$ cat src/rtl/cbadc_modulator_fxp.sv
// Control-bounded ADC encoder: N saturating integrators with bang-bang feedback.
// Each enabled clock advances every stage at once and registers one control bit per stage.
module cbadc_modulator_fxp #(
    parameter int          N          = 4,
    parameter int          n_int      = 2,
    parameter int          n_mant     = 8,
    parameter int          BETA_SHIFT = 0,
    parameter int unsigned KAPPA_RAW  = 64
) (
    input  logic                         clk,
    input  logic                         rst,
    input  logic                         clr,
    input  logic                         in_valid,
    input  logic signed [n_int+n_mant:0] u,
    output logic        [N-1:0]          out,
    output logic                         out_valid,
    output logic                         ovf
);
    localparam int NTOT = n_int + n_mant;
    localparam int SW   = NTOT + 1;
    localparam int EW   = NTOT + 3;

    localparam logic signed [EW-1:0] MAXV  = EW'(2 ** NTOT - 1);
    localparam logic signed [EW-1:0] MINV  = ~MAXV;
    localparam logic signed [EW-1:0] KAPPA = EW'(KAPPA_RAW);

    function automatic logic signed [SW-1:0] sat(input logic signed [EW-1:0] s);
        if (s > MAXV) begin
            return MAXV[SW-1:0];
        end else if (s < MINV) begin
            return MINV[SW-1:0];
        end else begin
            return s[SW-1:0];
        end
    endfunction

    function automatic logic clipped(input logic signed [EW-1:0] s);
        return (s > MAXV) || (s < MINV);
    endfunction

    logic signed [SW-1:0] r_x [N];
    logic        [N-1:0]  r_out;
    logic                 r_out_valid;
    logic                 r_ovf;

    logic        [N-1:0]  w_d;
    logic        [N-1:0]  w_clip;
    logic signed [SW-1:0] w_v    [N];
    logic signed [EW-1:0] w_sum  [N];
    logic signed [SW-1:0] w_next [N];

    // Stage inputs read the pre-update state of the previous stage, so all stages step together.
    genvar gi;
    generate
        for (gi = 0; gi < N; gi++) begin : g_stage
            if (gi == 0) begin : g_head
                assign w_v[gi] = u >>> BETA_SHIFT;
            end else begin : g_tail
                assign w_v[gi] = r_x[gi-1] >>> BETA_SHIFT;
            end
            assign w_d[gi]    = ~r_x[gi][SW-1];
            assign w_sum[gi]  = EW'(r_x[gi]) + EW'(w_v[gi]) + (w_d[gi] ? -KAPPA : KAPPA);
            assign w_next[gi] = sat(w_sum[gi]);
            assign w_clip[gi] = clipped(w_sum[gi]);
        end
    endgenerate

    // Register stage: state, decisions and sticky overflow.
    always_ff @(posedge clk or negedge rst) begin
        if (!rst) begin
            for (int k = 0; k < N; k++) begin
                r_x[k] <= '0;
            end
            r_out       <= '0;
            r_out_valid <= 1'b0;
            r_ovf       <= 1'b0;
        end else if (clr) begin
            for (int k = 0; k < N; k++) begin
                r_x[k] <= '0;
            end
            r_out       <= '0;
            r_out_valid <= 1'b0;
            r_ovf       <= 1'b0;
        end else if (in_valid) begin
            for (int k = 0; k < N; k++) begin
                r_x[k] <= w_next[k];
            end
            r_out       <= w_d;
            r_out_valid <= 1'b1;
            if (|w_clip) begin
                r_ovf <= 1'b1;
            end
        end else begin
            r_out_valid <= 1'b0;
        end
    end

    assign out       = r_out;
    assign out_valid = r_out_valid;
    assign ovf       = r_ovf;
endmodule
$ cat config.mk
export PLATFORM = sky130hd
export DESIGN_NAME = cbadc_modulator_fxp
export DESIGN_NICKNAME = d
export VERILOG_FILES = /design/src/rtl/cbadc_modulator_fxp.sv
export SDC_FILE = /design/constraint.sdc
export NUM_CORES = 1
export LEC_CHECK = 0
export ABC_AREA = 0
export BUFFER_PORTS_ARGS = -buffer_cell sky130_fd_sc_hd__buf_2
export CELL_PAD_IN_SITES_DETAIL_PLACEMENT = 1
export CELL_PAD_IN_SITES_GLOBAL_PLACEMENT = 2
export CORE_MARGIN = 3
export CORE_UTILIZATION = 29
export DETAILED_ROUTE_END_ITERATION = 6
export MAX_ROUTING_LAYER = met4
export PLACE_DENSITY = 0.71
export REMOVE_ABC_BUFFERS = 1
export SLEW_MARGIN = 10
export SYNTH_ARGS = -nofsm -noshare
export SYNTH_HDL_FRONTEND = slang
export SYNTH_SLANG_ARGS = --single-unit
$ cat constraint.sdc
create_clock -name clk -period 5.1 [get_ports clk]
set_input_delay 1.02 -clock clk [delete_from_list [all_inputs] [get_ports clk]]
set_output_delay 1.02 -clock clk [all_outputs]
set_load 0.02 [all_outputs]
==> results of run 1 <==
[cells in the mapped netlist (all sizes together), types with 3 or more instances]
cell type,instances,area [µm²]
a211oi,4,30.0
a21o,12,90.1
a21oi,31,170
a221o,34,340
a22o,4,35.0
and3,7,45.1
clkbuf,10,37.5
dfrtp,50,1250
fa,16,320
ha,80,1000
inv,42,158
mux2i,6,60.1
nand2,26,97.6
nand2b,4,25.0
nand3,13,65.1
nor2,30,113
nor2b,5,31.3
nor3,7,35.0
o211a,3,30.0
o211ai,4,30.0
o21a,11,82.6
o21ai,12,63.8
o21bai,3,22.5
or2,10,67.6
or3,4,25.0
xnor2,22,193
xor2,12,105
[metal layers]
metal | vias up | GRT usage, % | share of wire, %
li1 | 1887 | - | -
met1 | 1851 | 16.8 | 47
met2 | 40 | 23.6 | 49
met3 | 14 | 1.41 | 1.8
met4 | 0 | 4.26 | 1.9
met5 | - | - | 0
[final timing paths]
check / to / slack [ns] / from / depth (start not counted)
max in group asynchronous: out[2]$_DFFE_PN0P_ / 3.81 / rst / 2
min: r_x[17]$_DFFE_PN0P_ / 0.51 / r_x[17]$_DFFE_PN0P_ / 1
min in group asynchronous: r_x[34]$_DFFE_PN0P_ / 0.84 / rst / 2
max: r_x[12]$_DFFE_PN0P_ / 1.48 / r_x[21]$_DFFE_PN0P_ / 11
max reg2reg: r_x[12]$_DFFE_PN0P_ / 1.48 / r_x[21]$_DFFE_PN0P_ / 11
min reg2reg: r_x[17]$_DFFE_PN0P_ / 0.51 / r_x[17]$_DFFE_PN0P_ / 1
[through the flow]
step	utilization, %	instances	cell area [µm²]	hold slack [ns]	worst slack (ns)
finish	33.2	735	5340	0.512	1.48
global route	33.2	735	5340	0.541	1.23
CTS	33.2	735	5340	0.520	1.48
detailed placement	32.2	727	5190	0.504	1.24
global placement	32.2	727	5190	0.496	1.33
floorplan	-	489	4800	0.471	1.69
[state kept, by name, indices dropped and copies added (netlist names)]
register	count
ovf	1
out_valid	1
out	4
r_x	44
[layout make-up]
class | instances | area (µm²)
Tap cell | 216 | 270
Fill cell | 1885 | 10800
Multi-Input combinational cell | 397 | 3390
Clock inverter | 2 | 17.5
Sequential cell | 50 | 1250
Clock buffer | 6 | 139
Inverter | 42 | 158
Timing Repair Buffer | 22 | 115
[critical path, cell delays in order (launching register included)]
cell and delay, ns:
sky130_fd_sc_hd__dfrtp_1 0.48, sky130_fd_sc_hd__inv_1 0.25, sky130_fd_sc_hd__fa_1 0.46, sky130_fd_sc_hd__ha_1 0.39, sky130_fd_sc_hd__o21a_1 0.23, sky130_fd_sc_hd__o211a_1 0.20
sky130_fd_sc_hd__a2111oi_0 0.43, sky130_fd_sc_hd__o211ai_1 0.26, sky130_fd_sc_hd__nor2_1 0.22, sky130_fd_sc_hd__o21a_1 0.37, sky130_fd_sc_hd__o21ai_0 0.17, sky130_fd_sc_hd__nand2_1 0.09
[cells by family after synthesis]
kind of cell	count (synthesis)	share of synthesized area, %
buffers and inverters	54	4.36
AND/OR/NAND/NOR	117	12.0
AO/OA/AOI/OAI	144	23.3
multiplexers	6	1.24
XOR/XNOR	34	6.14
flip-flops	50	25.8
adder cells (fa/ha/maj)	96	27.2
==> summary.txt, run 1 <==
Logic synthesis
  – EDFF count, synth: 0
  – Cell area after synthesis: 4850 µm²
  – Post-Synthesis Cells: 501
  – Distinct cell type count after synthesis: 62
  – Avg Synthesized Cell Area: 9.68 µm²
  – Synthesis-stage register bit count: 50
  – Yosys Warn Count: 0
  – Share of flip-flops with an asynchronous set or reset after synthesis: 100%
  – Most instantiated flip-flop cell in the synthesis netlist: sky130_fd_sc_hd__dfrtp_1
  – Sequential area share after synthesis: 25.8%

Die
  – Initial standard-cell utilization of the core: 30.1%
  – Floorplan die width: 135 µm
  – Core region area: 16100 µm²
  – # IOs: 21
  – Die extent in y: 135 µm
  – Die outline area: 18300 µm²
  – Row Count: 46

Cells and area
  – Leading cell type in the layout, fill and taps excluded: sky130_fd_sc_hd__ha_1
  – Number of antenna cells inserted: 0
  – Synthesis-to-layout area growth: 10.1%
  – Nets: 629
  – Fraction of layout cells with a size suffix above 1: 9.63%
  – Commonest cells after routing, fill and taps aside: sky130_fd_sc_hd__ha_1 (80), sky130_fd_sc_hd__dfrtp_1 (50), sky130_fd_sc_hd__inv_1 (42)

Hold path
  – Worst hold path type: flip-flop to flip-flop

Timing
  – Final Slew Violations: 0
  – Crit share post-route: 71.0%
  – Slew margin rel.: 55.9%
  – Unrepaired setup endpoints after global routing: false
  – Worst Skew: 0.00956 ns
  – Top achievable clock speed: 0.276 GHz
  – Setup tns final: 0 ns
  – Final Hold Viols: 0
  – Final number of setup-violating endpoints: 0
  – Slew at the pin with the worst max-slew slack: 0.662 ns
  – Min cycle time layout: 3.62 ns

Route
  – DRC: 0
  – Antenna-violating nets left: 0
  – Iter 0 DRT Violations: 118
  – Detailed-route via count: 3792
  – Via density per instance: 5.16
  – Post-DR wirelength/cell: 15.7 µm
  – Number of detailed-route iterations in the first pass: 4
  – Total Routed Length: 11500 µm

Setup path
  – Data required time of the worst path: 5.33 ns
  – Critical path startpoint category: flip-flop
  – CP arrival: 3.85 ns
  – Crit-path max FO: 10
  – Setup crit end kind: flip-flop
  – Kind of critical path: flip-flop to flip-flop

Clock network
  – Clock latency on the worst-skew pair: 0.30 ns
  – Number of buffers on the longest clock path: 2
  – Post-CTS setup repair buffer count: 0
  – Post-cts repair resize count: 0
  – Worst-path clk slew: 0.07 ns
  – Clock buffers created by TritonCTS: 5
  – CTS hold repair buffers: 0
  – H-tree levels: 2
  – TritonCTS clock tree: built
  – Clock sink total: 50
  – Root Driver: sky130_fd_sc_hd__clkbuf_16

Outcome
  – Result of the run: complete, no violations

Flow run
  – Max cap viols: 0

Place
  – HPWL after DPL: 9350 µm
  – Last weighted congestion value of the routability-driven placer: 0.813
  – Port Buffers: 20

Global routing
  – Gr usage total: 13.6%
  – Global-route wire length before repair: 19800 µm
  – Initial antenna violation count: 0
  – Largest net degree at the start of global routing: 51
  – GRT Residual Overflow: 0
  – Via count of the first global-routing pass: 4096
Power of run 1 is left out: the tool's default activity adds up to more than one toggle a clock period on the data nets, which glitch-free logic cannot reach.
==> run 2, diff against run 1 <==
==> constraint.sdc (replaced) <==
create_clock -name clk -period 3.4 [get_ports clk]
set_input_delay 0.68 -clock clk [delete_from_list [all_inputs] [get_ports clk]]
set_output_delay 0.68 -clock clk [all_outputs]
set_load 0.02 [all_outputs]
==> run 2 against run 1 <==
Net effect: wire length is 4.9% higher; clock skew down 0.0023 ns; sequential share of layout area fell by 0.78 points; worst hold slack got worse by 0.016 ns; global-route usage up 0.37 points; final cell count up 1.6%; critical endpoint is now r_x[8]$_DFFE_PN0P_; non-clock buffer count rose by 12; fmax up 13%; clock-buffer cell count down 1; largest cell class unchanged; setup slack worse by 1.3 ns.
==> summary.txt, run 2 (synthesis gave the netlist of run 1 again) <==
Die
  – Floorplan die width: 135 µm
  – Row Count: 46
  – # IOs: 21
  – Core region area: 16100 µm²
  – Die extent in y: 135 µm
  – Initial standard-cell utilization of the core: 30.1%
  – Die outline area: 18300 µm²

Timing
  – Setup tns final: 0 ns
  – Slew margin rel.: 56.3%
  – Crit share post-route: 94.0%
  – Unrepaired setup endpoints after global routing: false
  – Slew at the pin with the worst max-slew slack: 0.655 ns
  – Top achievable clock speed: 0.313 GHz
  – Worst Skew: 0.00726 ns
  – Min cycle time layout: 3.20 ns
  – Final Slew Violations: 0
  – Final Hold Viols: 0
  – Final number of setup-violating endpoints: 0

Hold path
  – Worst hold path type: input port to asynchronous set/reset pin

Clock network
  – Worst-path clk slew: 0.07 ns
  – Clock sink total: 50
  – CTS hold repair buffers: 0
  – TritonCTS clock tree: built
  – Number of buffers on the longest clock path: 2
  – Clock buffers created by TritonCTS: 5
  – H-tree levels: 2
  – Root Driver: sky130_fd_sc_hd__clkbuf_16
  – Clock latency on the worst-skew pair: 0.30 ns

Cells and area
  – Core occupancy in the finished layout: 34.3%
  – Largest Register: r_x
  – Number of antenna cells inserted: 0
  – Nets: 642
  – Fraction of layout cells with a size suffix above 1: 14.1%
  – Largest register FFs: 44
  – Leading cell type in the layout, fill and taps excluded: sky130_fd_sc_hd__ha_1
  – Commonest cells after routing, fill and taps aside: sky130_fd_sc_hd__ha_1 (78), sky130_fd_sc_hd__dfrtp_1 (50), sky130_fd_sc_hd__inv_1 (39)
  – Synthesis-to-layout area growth: 13.9%
  – Layout Cells excl Fill: 747

Setup path
  – Worst Setup SP: r_x[12]$_DFFE_PN0P_
  – Setup crit end kind: flip-flop
  – Crit-path max FO: 7
  – Data required time of the worst path: 3.58 ns
  – R2r startpoint: r_x[12]$_DFFE_PN0P_
  – Kind of critical path: flip-flop to flip-flop
  – Critical path startpoint category: flip-flop
  – CP arrival: 3.38 ns

Outcome
  – Result of the run: complete, no violations

Global routing
  – Gr usage total: 14.0%
  – Global-route wire length before repair: 20100 µm
  – Via count of the first global-routing pass: 4132
  – Initial antenna violation count: 0
  – GRT Residual Overflow: 0
  – Largest net degree at the start of global routing: 51

Place
  – HPWL after DPL: 9720 µm
  – Port Buffers: 20
  – Cell total after placement: 738
  – Last weighted congestion value of the routability-driven placer: 0.817

Route
  – Number of detailed-route iterations in the first pass: 4
  – DRC: 0
  – Iter 0 DRT Violations: 87
  – Detailed-route via count: 3887
  – Via density per instance: 5.20
  – Post-DR wirelength/cell: 16.2 µm
  – Total Routed Length: 12100 µm
  – Antenna-violating nets left: 0

Flow run
  – Max cap viols: 0
==> run 2: changes by cell type in the layout (fill, tap and decap cells not counted), sizes merged <==
cell / previous run / this run
a21oi: 31 / 32
buf: 22 / 34
bufinv: 0 / 1
clkbuf: 6 / 5
clkinv: 2 / 1
==> run 2: cell type report <==
class                           instances  area, µm²
Tap cell                              216        270
Fill cell                            1862      10600
Timing Repair Buffer                   34        218
Clock inverter                          2       38.8
Clock buffer                            5        125
Multi-Input combinational cell        398       3470
Sequential cell                        50       1250
Inverter                               42        158
==> run 2: routing by layer <==
| metal | vias to the layer above | GRT usage, % | wire, µm |
|---|---|---|---|
| met5 | - | - | 0 |
| met1 | 1937 | 16.6 | 5540 |
| li1 | 1919 | - | - |
| met3 | 7 | 1.82 | 186 |
| met4 | 0 | 3.70 | 162 |
| met2 | 24 | 25.0 | 6220 |
==> run 2: worst max-delay path, cell delays in order (launching register included) <==
cell                        delay, ns
sky130_fd_sc_hd__dfrtp_1         0.41
sky130_fd_sc_hd__ha_1            0.28
sky130_fd_sc_hd__ha_1            0.17
sky130_fd_sc_hd__inv_1           0.07
sky130_fd_sc_hd__fa_1            0.40
sky130_fd_sc_hd__nor2b_1         0.19
sky130_fd_sc_hd__o2111ai_1       0.18
sky130_fd_sc_hd__a21oi_1         0.25
sky130_fd_sc_hd__nor2_1          0.09
sky130_fd_sc_hd__xnor2_1         0.35
sky130_fd_sc_hd__a21boi_2        0.15
sky130_fd_sc_hd__and2_1          0.26
sky130_fd_sc_hd__a221o_1         0.28
==> run 2: worst paths after layout <==
kind / to / slack (ns) / cells past startpoint
max in group asynchronous: r_x[10]$_DFFE_PN0P_ / 2.47 / 2
hold reg to reg: r_x[39]$_DFFE_PN0P_ / 0.51 / 1
setup reg to reg: r_x[8]$_DFFE_PN0P_ / 0.20 / 12
hold / removal: r_x[41]$_DFFE_PN0P_ / 0.50 / 2
min in group clk: r_x[39]$_DFFE_PN0P_ / 0.51 / 1
setup / recovery: r_x[8]$_DFFE_PN0P_ / 0.20 / 12
==> run 2: repair_timing <==
item	CTS	global route
hold endpoints to repair	0	0
setup buffers	0	1
setup endpoints to repair	0	38
gates resized for setup	0	19
==> run 2: per-stage QoR <==
step	setup slack [ns]	cell area, µm²	hold slack (ns)
floorplan	0.326	4800	0.384
global placement	-0.0322	5280	0.496
detailed placement	-0.110	5280	0.505
CTS	0.0317	5450	0.521
global route	0.00917	5530	0.540
finish	0.203	5530	0.496
Power of run 2 is left out for the same reason.
